`src/rtl/axi4_stream_if.sv`:
```
// AXI4-Stream bundle: one beat of payload plus the valid/ready handshake.
// The master drives the payload and tvalid; the slave drives tready.
interface axi4_stream_if #(
   parameter int TDATA_WIDTH = 64,
   parameter int TID_WIDTH   = 1,
   parameter int TDEST_WIDTH = 1,
   parameter int TUSER_WIDTH = 1
);
   localparam int TDATA_WIDTH_B = TDATA_WIDTH / 8;

   logic                     tvalid;
   logic                     tready;
   logic [TDATA_WIDTH-1:0]   tdata;
   logic [TDATA_WIDTH_B-1:0] tkeep;
   logic [TDATA_WIDTH_B-1:0] tstrb;
   logic                     tlast;
   logic [TID_WIDTH-1:0]     tid;
   logic [TDEST_WIDTH-1:0]   tdest;
   logic [TUSER_WIDTH-1:0]   tuser;

   modport master (
      output tvalid, tdata, tkeep, tstrb, tlast, tid, tdest, tuser,
      input  tready
   );

   modport slave (
      input  tvalid, tdata, tkeep, tstrb, tlast, tid, tdest, tuser,
      output tready
   );
endinterface

```
`src/rtl/axi4_stream_fifo.sv`:
```
// Single-clock first-word-fall-through AXI4-Stream FIFO storing complete beats.
// Define AXI4_STREAM_FIFO_PKT_MODE_EN to hold output until a whole packet is stored.
module axi4_stream_fifo #(
   parameter int TDATA_WIDTH  = 64,
   parameter int TID_WIDTH    = 1,
   parameter int TDEST_WIDTH  = 1,
   parameter int TUSER_WIDTH  = 1,
   parameter int DEPTH        = 16,
   localparam int TDATA_WIDTH_B = TDATA_WIDTH / 8,
   localparam int ADDR_WIDTH    = $clog2(DEPTH),
   localparam int CNT_WIDTH     = ADDR_WIDTH + 1
) (
   input  logic                 clk_i,
   input  logic                 rst_i,
   axi4_stream_if.slave         pkt_i,
   axi4_stream_if.master        pkt_o,
   output logic [CNT_WIDTH-1:0] used_words_o,
   output logic                 full_o,
   output logic                 empty_o
);
   localparam int BEAT_W = TDATA_WIDTH + 2 * TDATA_WIDTH_B + 1
                         + TID_WIDTH + TDEST_WIDTH + TUSER_WIDTH;

   logic [BEAT_W-1:0]     r_mem [DEPTH];
   logic [ADDR_WIDTH-1:0] r_wr_ptr;
   logic [ADDR_WIDTH-1:0] r_rd_ptr;
   logic [CNT_WIDTH-1:0]  r_used;
   logic [BEAT_W-1:0]     w_wr_beat;
   logic [BEAT_W-1:0]     w_rd_beat;
   logic                  w_wr;
   logic                  w_rd;

   assign w_wr_beat = {pkt_i.tdata, pkt_i.tkeep, pkt_i.tstrb, pkt_i.tlast,
                       pkt_i.tid, pkt_i.tdest, pkt_i.tuser};
   assign w_rd_beat = r_mem[r_rd_ptr];
   assign {pkt_o.tdata, pkt_o.tkeep, pkt_o.tstrb, pkt_o.tlast,
           pkt_o.tid, pkt_o.tdest, pkt_o.tuser} = w_rd_beat;

   assign used_words_o = r_used;
   assign full_o       = (r_used == CNT_WIDTH'(DEPTH));
   assign empty_o      = (r_used == '0);

   // No write-through when full: the slot freed by a read is offered next cycle.
   assign pkt_i.tready = !full_o && !rst_i;
   assign w_wr         = pkt_i.tvalid && pkt_i.tready;
   assign w_rd         = pkt_o.tvalid && pkt_o.tready;

   always_ff @(posedge clk_i or posedge rst_i) begin
      if (rst_i) begin
         for (int i = 0; i < DEPTH; i++) r_mem[i] <= '0;
         r_wr_ptr <= '0;
         r_rd_ptr <= '0;
         r_used   <= '0;
      end else begin
         if (w_wr) begin
            r_mem[r_wr_ptr] <= w_wr_beat;
            r_wr_ptr        <= r_wr_ptr + 1'b1;
         end
         if (w_rd) r_rd_ptr <= r_rd_ptr + 1'b1;
         case ({w_wr, w_rd})
            2'b10:   r_used <= r_used + 1'b1;
            2'b01:   r_used <= r_used - 1'b1;
            default: r_used <= r_used;
         endcase
      end
   end

`ifdef AXI4_STREAM_FIFO_PKT_MODE_EN
   logic [CNT_WIDTH-1:0] r_pkt_cnt;
   logic                 r_force_out;
   logic                 w_wr_last;
   logic                 w_rd_last;

   assign w_wr_last = w_wr && pkt_i.tlast;
   assign w_rd_last = w_rd && pkt_o.tlast;

   // A packet longer than the FIFO can never complete inside it, so it is
   // released cut-through until its last beat leaves.
   always_ff @(posedge clk_i or posedge rst_i) begin
      if (rst_i) begin
         r_pkt_cnt   <= '0;
         r_force_out <= 1'b0;
      end else begin
         case ({w_wr_last, w_rd_last})
            2'b10:   r_pkt_cnt <= r_pkt_cnt + 1'b1;
            2'b01:   r_pkt_cnt <= r_pkt_cnt - 1'b1;
            default: r_pkt_cnt <= r_pkt_cnt;
         endcase
         if (w_rd_last)
            r_force_out <= 1'b0;
         else if (full_o && (r_pkt_cnt == '0))
            r_force_out <= 1'b1;
      end
   end

   assign pkt_o.tvalid = !empty_o && ((r_pkt_cnt != '0) || r_force_out);
`else
   assign pkt_o.tvalid = !empty_o;
`endif

endmodule

```
`src/flat_wrapper.sv`:
```
// flat-port wrapper written by rule: the top's interface ports become plain ports
module axi4_stream_fifo_flat 
#(
   parameter int TDATA_WIDTH  = 64,
   parameter int TID_WIDTH    = 1,
   parameter int TDEST_WIDTH  = 1,
   parameter int TUSER_WIDTH  = 1,
   parameter int DEPTH        = 16,
   localparam int TDATA_WIDTH_B = TDATA_WIDTH / 8,
   localparam int ADDR_WIDTH    = $clog2(DEPTH),
   localparam int CNT_WIDTH     = ADDR_WIDTH + 1
)
  (clk_i, rst_i, used_words_o, full_o, empty_o, pkt_i_tvalid, pkt_i_tdata, pkt_i_tkeep, pkt_i_tstrb, pkt_i_tlast, pkt_i_tid, pkt_i_tdest, pkt_i_tuser, pkt_i_tready, pkt_o_tvalid, pkt_o_tdata, pkt_o_tkeep, pkt_o_tstrb, pkt_o_tlast, pkt_o_tid, pkt_o_tdest, pkt_o_tuser, pkt_o_tready);
  axi4_stream_if #(.TDATA_WIDTH(TDATA_WIDTH), .TID_WIDTH(TID_WIDTH), .TDEST_WIDTH(TDEST_WIDTH), .TUSER_WIDTH(TUSER_WIDTH)) pkt_i_i ();
  axi4_stream_if #(.TDATA_WIDTH(TDATA_WIDTH), .TID_WIDTH(TID_WIDTH), .TDEST_WIDTH(TDEST_WIDTH), .TUSER_WIDTH(TUSER_WIDTH)) pkt_o_i ();
  input  logic clk_i;
  input  logic rst_i;
  output logic [CNT_WIDTH-1:0] used_words_o;
  output logic full_o;
  output logic empty_o;
  input wire logic [$bits(pkt_i_i.tvalid)-1:0] pkt_i_tvalid;
  input wire logic [$bits(pkt_i_i.tdata)-1:0] pkt_i_tdata;
  input wire logic [$bits(pkt_i_i.tkeep)-1:0] pkt_i_tkeep;
  input wire logic [$bits(pkt_i_i.tstrb)-1:0] pkt_i_tstrb;
  input wire logic [$bits(pkt_i_i.tlast)-1:0] pkt_i_tlast;
  input wire logic [$bits(pkt_i_i.tid)-1:0] pkt_i_tid;
  input wire logic [$bits(pkt_i_i.tdest)-1:0] pkt_i_tdest;
  input wire logic [$bits(pkt_i_i.tuser)-1:0] pkt_i_tuser;
  output wire logic [$bits(pkt_i_i.tready)-1:0] pkt_i_tready;
  output wire logic [$bits(pkt_o_i.tvalid)-1:0] pkt_o_tvalid;
  output wire logic [$bits(pkt_o_i.tdata)-1:0] pkt_o_tdata;
  output wire logic [$bits(pkt_o_i.tkeep)-1:0] pkt_o_tkeep;
  output wire logic [$bits(pkt_o_i.tstrb)-1:0] pkt_o_tstrb;
  output wire logic [$bits(pkt_o_i.tlast)-1:0] pkt_o_tlast;
  output wire logic [$bits(pkt_o_i.tid)-1:0] pkt_o_tid;
  output wire logic [$bits(pkt_o_i.tdest)-1:0] pkt_o_tdest;
  output wire logic [$bits(pkt_o_i.tuser)-1:0] pkt_o_tuser;
  input wire logic [$bits(pkt_o_i.tready)-1:0] pkt_o_tready;
  assign pkt_i_i.tvalid = pkt_i_tvalid;
  assign pkt_i_i.tdata = pkt_i_tdata;
  assign pkt_i_i.tkeep = pkt_i_tkeep;
  assign pkt_i_i.tstrb = pkt_i_tstrb;
  assign pkt_i_i.tlast = pkt_i_tlast;
  assign pkt_i_i.tid = pkt_i_tid;
  assign pkt_i_i.tdest = pkt_i_tdest;
  assign pkt_i_i.tuser = pkt_i_tuser;
  assign pkt_i_tready = pkt_i_i.tready;
  assign pkt_o_tvalid = pkt_o_i.tvalid;
  assign pkt_o_tdata = pkt_o_i.tdata;
  assign pkt_o_tkeep = pkt_o_i.tkeep;
  assign pkt_o_tstrb = pkt_o_i.tstrb;
  assign pkt_o_tlast = pkt_o_i.tlast;
  assign pkt_o_tid = pkt_o_i.tid;
  assign pkt_o_tdest = pkt_o_i.tdest;
  assign pkt_o_tuser = pkt_o_i.tuser;
  assign pkt_o_i.tready = pkt_o_tready;
  axi4_stream_fifo #(.TDATA_WIDTH(TDATA_WIDTH), .TID_WIDTH(TID_WIDTH), .TDEST_WIDTH(TDEST_WIDTH), .TUSER_WIDTH(TUSER_WIDTH), .DEPTH(DEPTH)) u_core (.clk_i(clk_i), .rst_i(rst_i), .pkt_i(pkt_i_i), .pkt_o(pkt_o_i), .used_words_o(used_words_o), .full_o(full_o), .empty_o(empty_o));
endmodule
```
`config.mk`:
```
export PLATFORM = sky130hd
export DESIGN_NAME = axi4_stream_fifo_flat
export DESIGN_NICKNAME = d
export VERILOG_FILES = /design/src/rtl/axi4_stream_if.sv /design/src/rtl/axi4_stream_fifo.sv /design/src/flat_wrapper.sv
export SDC_FILE = /design/constraint.sdc
export NUM_CORES = 2
export LEC_CHECK = 0
export CORE_ASPECT_RATIO = 0.8
export CORE_MARGIN = 4
export CORE_UTILIZATION = 24
export CTS_CLUSTER_SIZE = 20
export DETAILED_ROUTE_END_ITERATION = 10
export GPL_TIMING_DRIVEN = 0
export SYNTH_ARGS = -nofsm -noshare
export SYNTH_HDL_FRONTEND = slang
export SYNTH_SLANG_ARGS = --single-unit
```
`constraint.sdc`:
```
create_clock -name clk_i -period 53.6 [get_ports clk_i]
set_input_delay 10.72 -clock clk_i [delete_from_list [all_inputs] [get_ports clk_i]]
set_output_delay 10.72 -clock clk_i [all_outputs]
set_load 0.02 [all_outputs]
```
==> metrics.md <==
| Metric | Value |
|---|---|
| Initial antenna violation count | `38` |
| GPL Wtd Cong | `0.786` |
| WHS Endpoint | `u_core.r_mem[1158]$_DFFE_PP0P_` |
| Top cell by count, worst path | `clkdlybuf4s50_1` |
| CP Max Fanout | `10` |
| Drt total wl | `around 190 mm` |
| Peak supply drop | `approximately 0.000035 V` |
| Drt via density | `4.70` |
| Overall Power | `between 0.004 and 0.005 W` |
| Overflow after GRT | `0` |
| Fmax | `about 43 MHz` |
| Clk root buf | `clkbuf_16` |
| Routed vias | `37900` |
| Vias in the first global route | `39700` |
| Synthesized instance count | `4162` |
| Period utilisation layout | `43.6%` |
| Max Slew Vio Count | `0` |
| Synth top area share | `54.2%` |
| Count of flip-flops with a built-in enable after synthesis | `0` |
| CTS clock-pin slew for the worst setup and hold paths | `0.06 ns` |
| Class of the worst hold path | `reg2reg` |
| Slowest cell on the critical path | `clkdlybuf4s50_1` |
| Warnings, synthesis | `0` |
| Synth area leaders | `dfrtp_1 54%, mux2_2 21%, mux4_2 6.0%` |
| Worst Setup Path Type | `in2out` |
| Hpwl dp | `133 mm` |
| Routed len/inst | `23.9 um` |
| R2r setup slk | `approximately 50 ns` |
| 1st-iter DRT viols | `3164` |
| Synth Net Count | `4260` |
| Yosys reg bits | `1357` |
| DRC viols | `0` |
| Chip height | `465 um` |
| Leak | `32.2 nW` |
| Worst r2r path cells | `13` |
| Area delta synth->final | `17.4%` |
| Core area | `259000 um2` |
| Req. time, crit path | `42.88 ns` |
| Synthesized area | `approximately 63000 um2` |
| RR Endpoint | `u_core.used_words_o[4]$_DFFE_PP0P_` |
| DRT Pass-1 Iters | `6` |
| # clock sinks | `1357` |
| TritonCTS clock tree | `built` |
| Cts repair resizes | `0` |
| Worst clock skew | `0.0248 ns` |
| Final setup TNS | `0 ns` |
| Gr usage total | `14.1%` |
| Crit-path cells | `clkdlybuf4s50_1 -> a21o_1 -> buf_6 -> inv_1 -> clkdlybuf4s50_1` |
| Ys async rst share | `100%` |
| Horiz. Die Dim | `579 um` |
| Die Area | `269000 um2` |
| Final Hold Viols | `0` |
| NumNets Final | `4592` |
| Synth cell types | `31` |
| Ratio of cells with drive above 1 in the final layout | `43.9%` |
| Largest area contributor in the netlist | `dfrtp_1` |
| Top delay family on crit path | `buffers and inverters` |
| Clock Path Buffers | `3` |
| CTS Buf Count | `around 140` |
| Slew of the pin with the lowest slew margin | `1.40 ns` |
| Worst hold stages | `1` |
| Seq/Total Area, Yosys | `54.2%` |
| Initial Util | `24.2%` |
| Crit. End Element | `output port` |
| Clock latency on the worst-skew pair | `0.78 ns` |
| Pin count of the biggest net entering global routing | `135` |
| Worst r2r src | `u_core.used_words_o[1]$_DFFE_PP0P_` |
| H-tree levels | `4` |
| Count of final setup violators | `0` |
| Main flop type after synthesis | `dfrtp_1` |
| Io pins | `181` |
| Fin crit period | `23.37 ns` |
| Status | `finished clean` |
| Min-delay src | `u_core.r_mem[1158]$_DFFE_PP0P_` |
| Headroom to the max-slew limit | `under 10%` |
| FF/Latch Area | `34000 um2` |
| IO Port Bufs | `180` |
| Max-Cap Viols | `0` |
| Setup crit start kind | `primary input` |
| Critical Path AT | `12.65 ns` |
| Area of the multi-input gates | `~27000 um2` |
| First-pass GRT wire length | `282 mm` |
| Antenna-violating nets left | `0` |
| Syn Area/Cell | `15.1 um2` |
| Fillcell total | `25800` |
| Number of hold buffers added after cts | `0` |
| CP max stage delay | `about 0.69 ns` |
| Unrepaired setup endpoints after global routing | `no` |
| Row Count | `167` |
| PD cells | `64.5 nW/um2` |
| CP bufs+invs | `4` |
| Setup bufs post-CTS | `0` |
[placed cells by master, fill, tap and decap left out, types with 5 or more instances in the layout]
cell type	count
clkbuf_8	27
buf_6	29
clkbuf_16	140
nand2_1	94
inv_6	9
dfrtp_1	1357
xnor2_1	6
buf_2	122
inv_1	8
and2_1	7
diode_2	13
mux2_2	1190
clkinv_2	11
a21oi_1	86
buf_1	17
buf_16	12
ha_1	9
a221oi_1	84
nor3_2	7
o21ai_0	172
clkbuf_1	200
a22oi_1	84
mux2i_1	252
clkbuf_2	5
clkdlybuf4s50_1	180
buf_4	36
mux4_2	168
mux2_4	240
bufinv_16	5
[worst reg2reg max path, stage by stage (launching register included)]
cell and delay (ns):
dfrtp_1 0.45, nor4_2 0.38, a21o_1 0.34, buf_6 0.21
inv_1 0.16, nand2_1 0.33, ha_1 0.31, inv_1 0.11
fa_1 0.40, nor2b_1 0.11, o21ai_0 0.10, nand3_1 0.09
or3b_2 0.45, xnor2_1 0.14
[power by group]
part / internal [W] / total [W] / switching [W]
Combinational: 0.000993 / 0.00205 / 0.00105
Clock: 0.000543 / 0.000962 / 0.000419
Sequential: 0.00149 / 0.00174 / 0.000244
[metrics by stage]
stage	worst slack [ns]	utilization (%)	hold WS (ns)	area, um2	instances
2_1_floorplan	4.62	-	0.455	62700	4162
3_3_place_gp	-9.38	26.5	0.473	68800	7806
3_5_place_dp	30.23	26.7	0.487	69200	7819
4_1_cts	30.22	28.4	0.500	73600	8056
5_1_grt	30.17	28.4	0.509	73600	8060
6_report	30.23	28.4	0.500	73600	8069
[per-layer routing]
metal	share of wire, %	track usage (%)	vias up
met4	2.6	4.20	18
met1	47	20.5	20500
li1	-	-	16000
met3	7.1	3.52	278
met5	0.061	0	-
met2	43	20.5	1087
[kinds of logic after synthesis]
kind of cell | after synthesis | synth area share [%]
AOI/OAI and AO/OA | 428 | 4.26
adders and majority gates | 10 | 0.212
DFF | 1357 | 54.2
xor gates and xnor gates | 10 | 0.140
muxes | 1850 | 37.2
and+or+nand+nor | 127 | 0.946
buffers and inverters | 380 | 3.08
[worst max path at each step]
stage | from | endpoint | slack [ns] | cells after the start
6_report | rst_i | pkt_i_tready | 30.23 | 5
4_1_cts | rst_i | pkt_i_tready | 30.22 | 5
5_1_grt | rst_i | pkt_i_tready | 30.17 | 5
2_1_floorplan | rst_i | u_core.r_mem[0]$_DFFE_PP0P_ | 4.62 | 1
3_3_place_gp | rst_i | u_core.r_mem[876]$_DFFE_PP0P_ | -9.38 | 2
3_5_place_dp | rst_i | pkt_i_tready | 30.23 | 5
[sequential cells by signal (all words and copies together) (netlist names)]
register / count
u_core.r_rd_ptr: 4
u_core.used_words_o: 5
u_core.r_wr_ptr: 4
u_core.r_mem: 1344
[cells in the mapped netlist (2+ instances only)]
cell      count
clkbuf_1    165
buf_6        29
nor3_2        7
o21ai_0     172
nand2b_1      3
buf_1        21
nor2b_1       2
dfrtp_1    1357
nand3_1       4
mux2_2     1190
xor2_1        4
a21oi_1      86
and2_1        7
nand2_1      94
and2_4        4
mux4_2      168
inv_1         9
a221oi_1     84
nor3_1        3
mux2i_1     252
a21o_1        2
a22oi_1      84
mux2_4      240
ha_1          9
buf_2       120
xnor2_1       6
buf_4        36
[final cells by class]
cell class | instances | area share, %
Inverter | 9 | 0.0561
Tap cell | 3464 | 5.89
Sequential cell | 1357 | 46.1
Clock inverter | 32 | 0.493
Timing Repair Buffer | 193 | 2.92
Multi-Input combinational cell | 2425 | 36.4
Buffer | 371 | 2.59
Clock buffer | 205 | 5.46
Antenna cell | 13 | 0.0442
(Power assumes the default switching activity.)
